File: config.mk
export PLATFORM = sky130hd
export DESIGN_NAME = lc3_writeback_arbiter_flat
export DESIGN_NICKNAME = d
export VERILOG_FILES = /design/src/rtl/lc3_wb_pkg.sv /design/src/rtl/lc3_writeback_arbiter_if.sv /design/src/rtl/lc3_wb_scoreboard.sv /design/src/rtl/lc3_writeback_arbiter.sv /design/src/flat_wrapper.sv
export SDC_FILE = /design/constraint.sdc
export NUM_CORES = 1
export LEC_CHECK = 0
export BUFFER_PORTS_ARGS = -buffer_cell sky130_fd_sc_hd__clkbuf_2
export CORE_ASPECT_RATIO = 2
export CORE_MARGIN = 1
export CORE_UTILIZATION = 55
export CTS_CLUSTER_SIZE = 40
export DETAILED_ROUTE_END_ITERATION = 16
export PLACE_DENSITY_LB_ADDON = 0.12
export SLEW_MARGIN = 5
export SYNTH_ARGS = -nofsm -noshare
export SYNTH_HDL_FRONTEND = slang
export SYNTH_SLANG_ARGS = --single-unit
File: constraint.sdc
create_clock -name clock -period 3.5 [get_ports clock]
set_input_delay 0.175 -clock clock [delete_from_list [all_inputs] [get_ports clock]]
set_output_delay 0.175 -clock clock [all_outputs]
set_load 0.03 [all_outputs]
File: src/rtl/lc3_wb_pkg.sv
// Shared types, NZP encodings and scoreboard depth for the LC3 writeback stage.
package lc3_wb_pkg;

  typedef logic [2:0]  reg_idx_t;
  typedef logic [15:0] word_t;
  typedef logic [2:0]  psr_t;

  localparam psr_t PSR_N    = 3'b100;
  localparam psr_t PSR_Z    = 3'b010;
  localparam psr_t PSR_P    = 3'b001;
  localparam int   MAX_PEND = 3;

  function automatic psr_t nzp_of(input word_t d);
    if (d[15])
      return PSR_N;
    else if (d == '0)
      return PSR_Z;
    else
      return PSR_P;
  endfunction

endpackage

File: src/rtl/lc3_writeback_arbiter_if.sv
// Writeback bus: execute/memory commit sources, decode issue/hazard port, read ports, status.
interface lc3_writeback_arbiter_if;
  import lc3_wb_pkg::*;

  logic     ex_valid;
  logic     ex_ready;
  reg_idx_t ex_dr;
  word_t    ex_data;
  logic     ex_setcc;
  logic     mem_valid;
  reg_idx_t mem_dr;
  word_t    mem_data;
  logic     issue_valid;
  reg_idx_t issue_dr;
  logic     issue_ready;
  reg_idx_t sr1;
  reg_idx_t sr2;
  word_t    VSR1;
  word_t    VSR2;
  logic     sr1_busy;
  logic     sr2_busy;
  psr_t     psr;
  logic     enable_writeback_status;
  logic     wb_err;

  modport master (
    output ex_valid, ex_dr, ex_data, ex_setcc,
    output mem_valid, mem_dr, mem_data,
    output issue_valid, issue_dr, sr1, sr2,
    input  ex_ready, issue_ready, VSR1, VSR2, sr1_busy, sr2_busy,
    input  psr, enable_writeback_status, wb_err
  );

  modport slave (
    input  ex_valid, ex_dr, ex_data, ex_setcc,
    input  mem_valid, mem_dr, mem_data,
    input  issue_valid, issue_dr, sr1, sr2,
    output ex_ready, issue_ready, VSR1, VSR2, sr1_busy, sr2_busy,
    output psr, enable_writeback_status, wb_err
  );

endinterface

File: src/rtl/lc3_wb_scoreboard.sv
// Per-register pending-write counters feeding decode hazard checks, plus sticky underflow flag.
module lc3_wb_scoreboard #(
  parameter int NUM_REGS = 8,
  parameter int MAX_PEND = 3
) (
  input  logic                 clock,
  input  logic                 reset,
  input  logic                 issue_valid,
  input  lc3_wb_pkg::reg_idx_t issue_dr,
  input  logic                 commit,
  input  lc3_wb_pkg::reg_idx_t commit_dr,
  input  lc3_wb_pkg::reg_idx_t sr1,
  input  lc3_wb_pkg::reg_idx_t sr2,
  output logic                 issue_ready,
  output logic                 sr1_busy,
  output logic                 sr2_busy,
  output logic                 wb_err
);
  import lc3_wb_pkg::*;

  localparam int CW = $clog2(MAX_PEND + 1);
  typedef logic [CW-1:0] cnt_t;

  cnt_t cnt [NUM_REGS];
  logic issue_ok;
  logic inc [NUM_REGS];
  logic dec [NUM_REGS];

  assign issue_ready = (cnt[issue_dr] != cnt_t'(MAX_PEND));
  assign issue_ok    = issue_valid && issue_ready;
  assign sr1_busy    = (cnt[sr1] != '0);
  assign sr2_busy    = (cnt[sr2] != '0);

  // An issue and a commit to the same register cancel; decrement saturates at zero.
  always_comb begin
    for (int unsigned i = 0; i < NUM_REGS; i++) begin
      inc[i] = issue_ok && (issue_dr == reg_idx_t'(i));
      dec[i] = commit && (commit_dr == reg_idx_t'(i));
    end
  end

  always_ff @(posedge clock or negedge reset) begin
    if (!reset) begin
      for (int unsigned i = 0; i < NUM_REGS; i++)
        cnt[i] <= '0;
      wb_err <= 1'b0;
    end else begin
      for (int unsigned i = 0; i < NUM_REGS; i++) begin
        if (inc[i] && !dec[i])
          cnt[i] <= cnt[i] + cnt_t'(1);
        else if (dec[i] && !inc[i] && (cnt[i] != '0))
          cnt[i] <= cnt[i] - cnt_t'(1);
      end
      if (commit && (cnt[commit_dr] == '0))
        wb_err <= 1'b1;
    end
  end

endmodule

File: src/rtl/lc3_writeback_arbiter.sv
// LC3 writeback: memory-over-execute arbitration of the single regfile write port,
// write-through read ports, NZP condition codes and the pending-write scoreboard.
module lc3_writeback_arbiter #(
  parameter int NUM_REGS = 8,
  parameter int DATA_W   = 16,
  parameter int MAX_PEND = 3
) (
  input logic                    clock,
  input logic                    reset,
  lc3_writeback_arbiter_if.slave bus
);
  import lc3_wb_pkg::*;

  logic              commit;
  reg_idx_t          wr_dr;
  word_t             wr_data;
  logic              wr_setcc;
  logic [DATA_W-1:0] rf [NUM_REGS];
  psr_t              psr_q;
  logic              ews_q;

  // Load returns cannot stall, so execute is only accepted when memory is idle.
  assign bus.ex_ready = !bus.mem_valid;

  always_comb begin
    wr_dr    = bus.ex_dr;
    wr_data  = bus.ex_data;
    wr_setcc = bus.ex_setcc;
    if (bus.mem_valid) begin
      wr_dr    = bus.mem_dr;
      wr_data  = bus.mem_data;
      wr_setcc = 1'b1;
    end
  end

  // Qualified by reset so a commit presented while reset is held neither bypasses nor counts.
  assign commit = reset && (bus.mem_valid || (bus.ex_valid && bus.ex_ready));

  assign bus.VSR1 = (commit && (wr_dr == bus.sr1)) ? wr_data : rf[bus.sr1];
  assign bus.VSR2 = (commit && (wr_dr == bus.sr2)) ? wr_data : rf[bus.sr2];

  always_ff @(posedge clock or negedge reset) begin
    if (!reset) begin
      for (int unsigned i = 0; i < NUM_REGS; i++)
        rf[i] <= '0;
    end else if (commit) begin
      rf[wr_dr] <= wr_data;
    end
  end

  always_ff @(posedge clock or negedge reset) begin
    if (!reset) begin
      psr_q <= PSR_Z;
      ews_q <= 1'b0;
    end else begin
      ews_q <= commit;
      if (commit && wr_setcc)
        psr_q <= nzp_of(wr_data);
    end
  end

  assign bus.psr                     = psr_q;
  assign bus.enable_writeback_status = ews_q;

  lc3_wb_scoreboard #(
    .NUM_REGS (NUM_REGS),
    .MAX_PEND (MAX_PEND)
  ) u_scoreboard (
    .clock       (clock),
    .reset       (reset),
    .issue_valid (bus.issue_valid),
    .issue_dr    (bus.issue_dr),
    .commit      (commit),
    .commit_dr   (wr_dr),
    .sr1         (bus.sr1),
    .sr2         (bus.sr2),
    .issue_ready (bus.issue_ready),
    .sr1_busy    (bus.sr1_busy),
    .sr2_busy    (bus.sr2_busy),
    .wb_err      (bus.wb_err)
  );

endmodule

File: src/flat_wrapper.sv
// flat-port wrapper written by rule: the top's interface ports become plain ports
module lc3_writeback_arbiter_flat import lc3_wb_pkg::*;
#(
  parameter int NUM_REGS = 8,
  parameter int DATA_W   = 16,
  parameter int MAX_PEND = 3
)
  (clock, reset, bus_ex_valid, bus_ex_dr, bus_ex_data, bus_ex_setcc, bus_mem_valid, bus_mem_dr, bus_mem_data, bus_issue_valid, bus_issue_dr, bus_sr1, bus_sr2, bus_ex_ready, bus_issue_ready, bus_VSR1, bus_VSR2, bus_sr1_busy, bus_sr2_busy, bus_psr, bus_enable_writeback_status, bus_wb_err);
  lc3_writeback_arbiter_if bus_i ();
  input logic clock;
  input logic reset;
  input wire logic [$bits(bus_i.ex_valid)-1:0] bus_ex_valid;
  input wire logic [$bits(bus_i.ex_dr)-1:0] bus_ex_dr;
  input wire logic [$bits(bus_i.ex_data)-1:0] bus_ex_data;
  input wire logic [$bits(bus_i.ex_setcc)-1:0] bus_ex_setcc;
  input wire logic [$bits(bus_i.mem_valid)-1:0] bus_mem_valid;
  input wire logic [$bits(bus_i.mem_dr)-1:0] bus_mem_dr;
  input wire logic [$bits(bus_i.mem_data)-1:0] bus_mem_data;
  input wire logic [$bits(bus_i.issue_valid)-1:0] bus_issue_valid;
  input wire logic [$bits(bus_i.issue_dr)-1:0] bus_issue_dr;
  input wire logic [$bits(bus_i.sr1)-1:0] bus_sr1;
  input wire logic [$bits(bus_i.sr2)-1:0] bus_sr2;
  output wire logic [$bits(bus_i.ex_ready)-1:0] bus_ex_ready;
  output wire logic [$bits(bus_i.issue_ready)-1:0] bus_issue_ready;
  output wire logic [$bits(bus_i.VSR1)-1:0] bus_VSR1;
  output wire logic [$bits(bus_i.VSR2)-1:0] bus_VSR2;
  output wire logic [$bits(bus_i.sr1_busy)-1:0] bus_sr1_busy;
  output wire logic [$bits(bus_i.sr2_busy)-1:0] bus_sr2_busy;
  output wire logic [$bits(bus_i.psr)-1:0] bus_psr;
  output wire logic [$bits(bus_i.enable_writeback_status)-1:0] bus_enable_writeback_status;
  output wire logic [$bits(bus_i.wb_err)-1:0] bus_wb_err;
  assign bus_i.ex_valid = bus_ex_valid;
  assign bus_i.ex_dr = bus_ex_dr;
  assign bus_i.ex_data = bus_ex_data;
  assign bus_i.ex_setcc = bus_ex_setcc;
  assign bus_i.mem_valid = bus_mem_valid;
  assign bus_i.mem_dr = bus_mem_dr;
  assign bus_i.mem_data = bus_mem_data;
  assign bus_i.issue_valid = bus_issue_valid;
  assign bus_i.issue_dr = bus_issue_dr;
  assign bus_i.sr1 = bus_sr1;
  assign bus_i.sr2 = bus_sr2;
  assign bus_ex_ready = bus_i.ex_ready;
  assign bus_issue_ready = bus_i.issue_ready;
  assign bus_VSR1 = bus_i.VSR1;
  assign bus_VSR2 = bus_i.VSR2;
  assign bus_sr1_busy = bus_i.sr1_busy;
  assign bus_sr2_busy = bus_i.sr2_busy;
  assign bus_psr = bus_i.psr;
  assign bus_enable_writeback_status = bus_i.enable_writeback_status;
  assign bus_wb_err = bus_i.wb_err;
  lc3_writeback_arbiter #(.NUM_REGS(NUM_REGS), .DATA_W(DATA_W), .MAX_PEND(MAX_PEND)) u_core (.clock(clock), .reset(reset), .bus(bus_i));
endmodule
==> reports/qor.tcl <==
set qor(run_status) {completed}
set qor(muxShareOfSynthArea_pct) 27.4
set qor(cts_repair_resize_count) 0
set qor(crit_arrival_ns) 2.59
set qor(worstMarginPinSlew_ns) 1.16
set qor(r2r.worst_path.cells) 5
set qor(rsz0062_at_grt) {false}
set qor(multiInputGateArea_sq_mm) 0.00456
set qor(pin_count_of_the_biggest_net_entering_global_routing) 91
set qor(ys_types) 44
set qor(h-tree-depth) 4
set qor(die_w_microns) 90.4
set qor(ant_nets) 0
set qor(drt_pre_antenna_iters) 5
set qor(simple_gate_portion_of_the_synthesized_area_pct) 10.8
set qor(initial_antenna_violation_count) 0
set qor(cts_inserted_buffers) 17
set qor(share_of_final_layout_standard_cells_stronger_than_drive_strength_1_pct) 26.5
set qor(cts_root_buffer) {clkbuf_16}
set qor(fillers) 1266
set qor(grt_overflow) 0
set qor(crit_path_max_cell_delay_ns) 0.54
set qor(ff2ff_setup_slack_ns) 1.82
set qor(ff_latch_area_sq_mm) 0.00373
set qor(hold_viol) 0
set qor(buffer_ports.inserted) 93
set qor(max_cap_violations) 0
set qor(worst_ir_drop_vdd_uv) 395
set qor(static-leakage-power_nw) 4.46
set qor(r2r_end) {u_core.u_scoreboard.cnt[6]}
set qor(utilization_pct) 64.4
set qor(slowest_stage) {dlygate4sd3_1}
set qor(timing.final.max_slew_violations) 0
set qor(dieHeight_microns) 179
set qor(fmaxAchievable_mhz) 362
set qor(hpwlAfterDp_microns) 17300
set qor(timing.critical_path.cells) {dlygate4sd3_1 -> buf_6 -> nand2_1 -> nor3_4 -> buf_4 -> mux2i_1 -> clkbuf_2}
set qor(timing.setup.critical_path_class) {in -> out}
set qor(relSlewSlack_pct) 22.6
set qor(regToRegStartpoint) {u_core.u_scoreboard.cnt[7]}
set qor(area_of_placed_instances_sq_mm) 0.00926
set qor(cts.sink_count) 149
set qor(die-area_sq_mm) 0.0162
set qor(combinational_family_with_the_most_area_after_synthesis) {multiplexers}
set qor(finalWirelength_microns) 24600
set qor(drcViolationCount) 0
set qor(yosys-top-cells-area) {dfrtp_1 (43%), mux4_2 (18%), mux2i_1 (9.3%)}
set qor(place.gp.congestion) 0.875
set qor(dr.first_iter.drc_count) 488
set qor(min-delay-start) {bus_ex_valid}
set qor(finish.instance_area_sq_mm) 0.00985
set qor(period_needed_ns) 2.76
set qor(track_usage_pct) 32.7
set qor(antenna_cells_inserted) 0
set qor(grt_pass1_vias) 6979
set qor(cts.path.max_buffers) 2
set qor(critPathLaunchType) {input port}
set qor(synth_seq_area_share_pct) 43.4
set qor(finalClockSkew_ns) 0.00472
set qor(period_share_pct) 79.0
set qor(synthAdderAreaFrac_pct) 0
set qor(num-nets-final) 918
set qor(clkSlewWorstSetupHoldPaths_ns) 0.06
set qor(first_pass_grt_wire_length_microns) 38700
set qor(endpoint_kind) {primary output}
set qor(core_sq_mm) 0.0153
set qor(synth_edf_count) 0
set qor(powerDensity_mw_per_mm2) 630
set qor(critPathRequiredTime_ns) 3.32
set qor(ys_async_sr_fraction_pct) 100
set qor(rows) 64
set qor(dr_total_vias) 6861
set qor(synthMostInstantiatedCell) {dfrtp_1}
set qor(initial_utilization_pct) 56.2
set qor(clk_latency_worst_skew_pair_ns) 0.43
set qor(holdPathStages) 2
set qor(synthXorXnorAreaFrac_pct) 0.612
set qor(critPathMaxFanout) 73
set qor(buffers_and_inverters_on_the_worst_path) 4
set qor(post_synth_instance_area_sq_mm) 0.00859
set qor(final_routed_wire_length_divided_by_cell_count_microns) 22.8
set qor(yosys_register_bits) 149
set qor(synth.avg_cell_area_sq_um) 10.9
set qor(synth_compound_gate_area_share_pct) 14.0
set qor(hold-path-endpoint) {u_core.bus.enable_writeback_status}
set qor(synth_top_flop_cell) {dfrtp_1}
set qor(area.growth.synth_to_final_pct) 14.6
set qor(setup_violations) 0
set qor(synth_top_cell_area_share_pct) 43.1
set qor(whs_ns) 0.0640
set qor(fin_tns_setup_ns) 0
set qor(worstHoldPathType) {in -> reg}
set qor(yosysWarnings) 0
set qor(routed_via_density) 6.38
set qor(netlist.top_cell.by_area) {dfrtp_1}
set qor(post_synth_top_cells) {dfrtp_1 (148), o21ai_0 (141), nand2_1 (117), mux2i_1 (80), mux4_2 (67)}
set qor(post_cts_buffers) 0
set qor(number_of_top_level_pins) 94
set qor(critical-path-top-delay-family) {buffers and inverters}
set qor(synth_fp_nets) 838
set qor(netlist_instances) 785
set qor(cts_tree) {built}
-- how the worst max path moves through the flow --
| stage | start | endpoint | slack, ns | cells after the start |
|---|---|---|---|---|
| 2_1_floorplan | bus_mem_valid | bus_VSR1[10] | 1.27 | 7 |
| 5_1_grt | reset | bus_VSR2[0] | 0.54 | 6 |
| 4_1_cts | reset | bus_VSR2[0] | 0.72 | 6 |
| 3_5_place_dp | bus_mem_valid | bus_VSR2[0] | 0.87 | 7 |
| 6_report | reset | bus_VSR1[9] | 0.74 | 7 |
| 3_3_place_gp | bus_mem_valid | bus_VSR2[9] | 0.90 | 7 |
-- cell families after synthesis --
logic type                Yosys count
AOI/OAI and AO/OA                 210
and+or+nand+nor                   200
muxes                             149
DFF                               149
buffers and inverters              71
xor gates and xnor gates            6
-- power breakdown --
group	switching (mW)	internal, mW	leakage (nW)
combinational	1.03	0.803	2.36
sequential	0.396	2.17	1.81
clock	0.710	1.10	0.287
total	2.13	4.07	4.46
-- registers in the layout, indices dropped and copies added, names as in the netlist --
register,count
u_core.u_scoreboard.cnt,16
u_core.u_scoreboard.wb_err,1
u_core.rf,128
u_core.bus.psr,3
u_core.bus.enable_writeback_status,1
-- layer usage --
metal	GRT usage, %	wire length [microns]
met2	56.1	12600
met1	38.0	9330
met5	0	0
met3	6.02	1300
met4	20.0	1360
-- stage by stage --
| stage | power (mW) | instances | setup slack [ns] |
|---|---|---|---|
| 6_report | 6.21 | 1076 | 0.736 |
| 4_1_cts | 6.22 | 1076 | 0.725 |
| 3_5_place_dp | 4.41 | 1043 | 0.873 |
| 2_1_floorplan | 3.79 | 785 | 1.27 |
| 5_1_grt | 6.51 | 1076 | 0.539 |
| 3_3_place_gp | 4.31 | 1043 | 0.895 |
-- what timing repair did --
item                       4_1_cts  5_1_grt
hold buffers                     1        0
hold endpoints to repair        58        0
setup endpoints to repair        0        0
-- final cells by class --
type | count | share of cell area [%]
sequential | 149 | 37.9
clock buffer | 23 | 4.85
multi-input combinational | 565 | 46.3
tap | 198 | 2.51
inverter | 11 | 0.419
clock inverter | 9 | 1.03
timing repair buffer | 121 | 7.07
-- worst register-to-register path: cells and delay by family, from the launching register on --
family           cells  cell delay, ns
AO/OA/AOI/OAI        3            0.84
flip-flops           1            0.44
AND/OR/NAND/NOR      2            0.28
-- placed cells by master, fill, tap and decap left out, types with 7 or more instances in the layout --
cell type and n:
a21oi_1 20, clkbuf_16 17, inv_1 11, buf_4 26, a211oi_1 14, mux4_2 67, a31oi_1 10, nor2_1 38
o21a_1 10, and3b_1 7, o21ai_0 141, nor3_1 7, nand2_1 117, clkbuf_2 92, dfrtp_1 148, o221ai_2 7
mux2i_1 80
(Power assumes the default switching activity.)
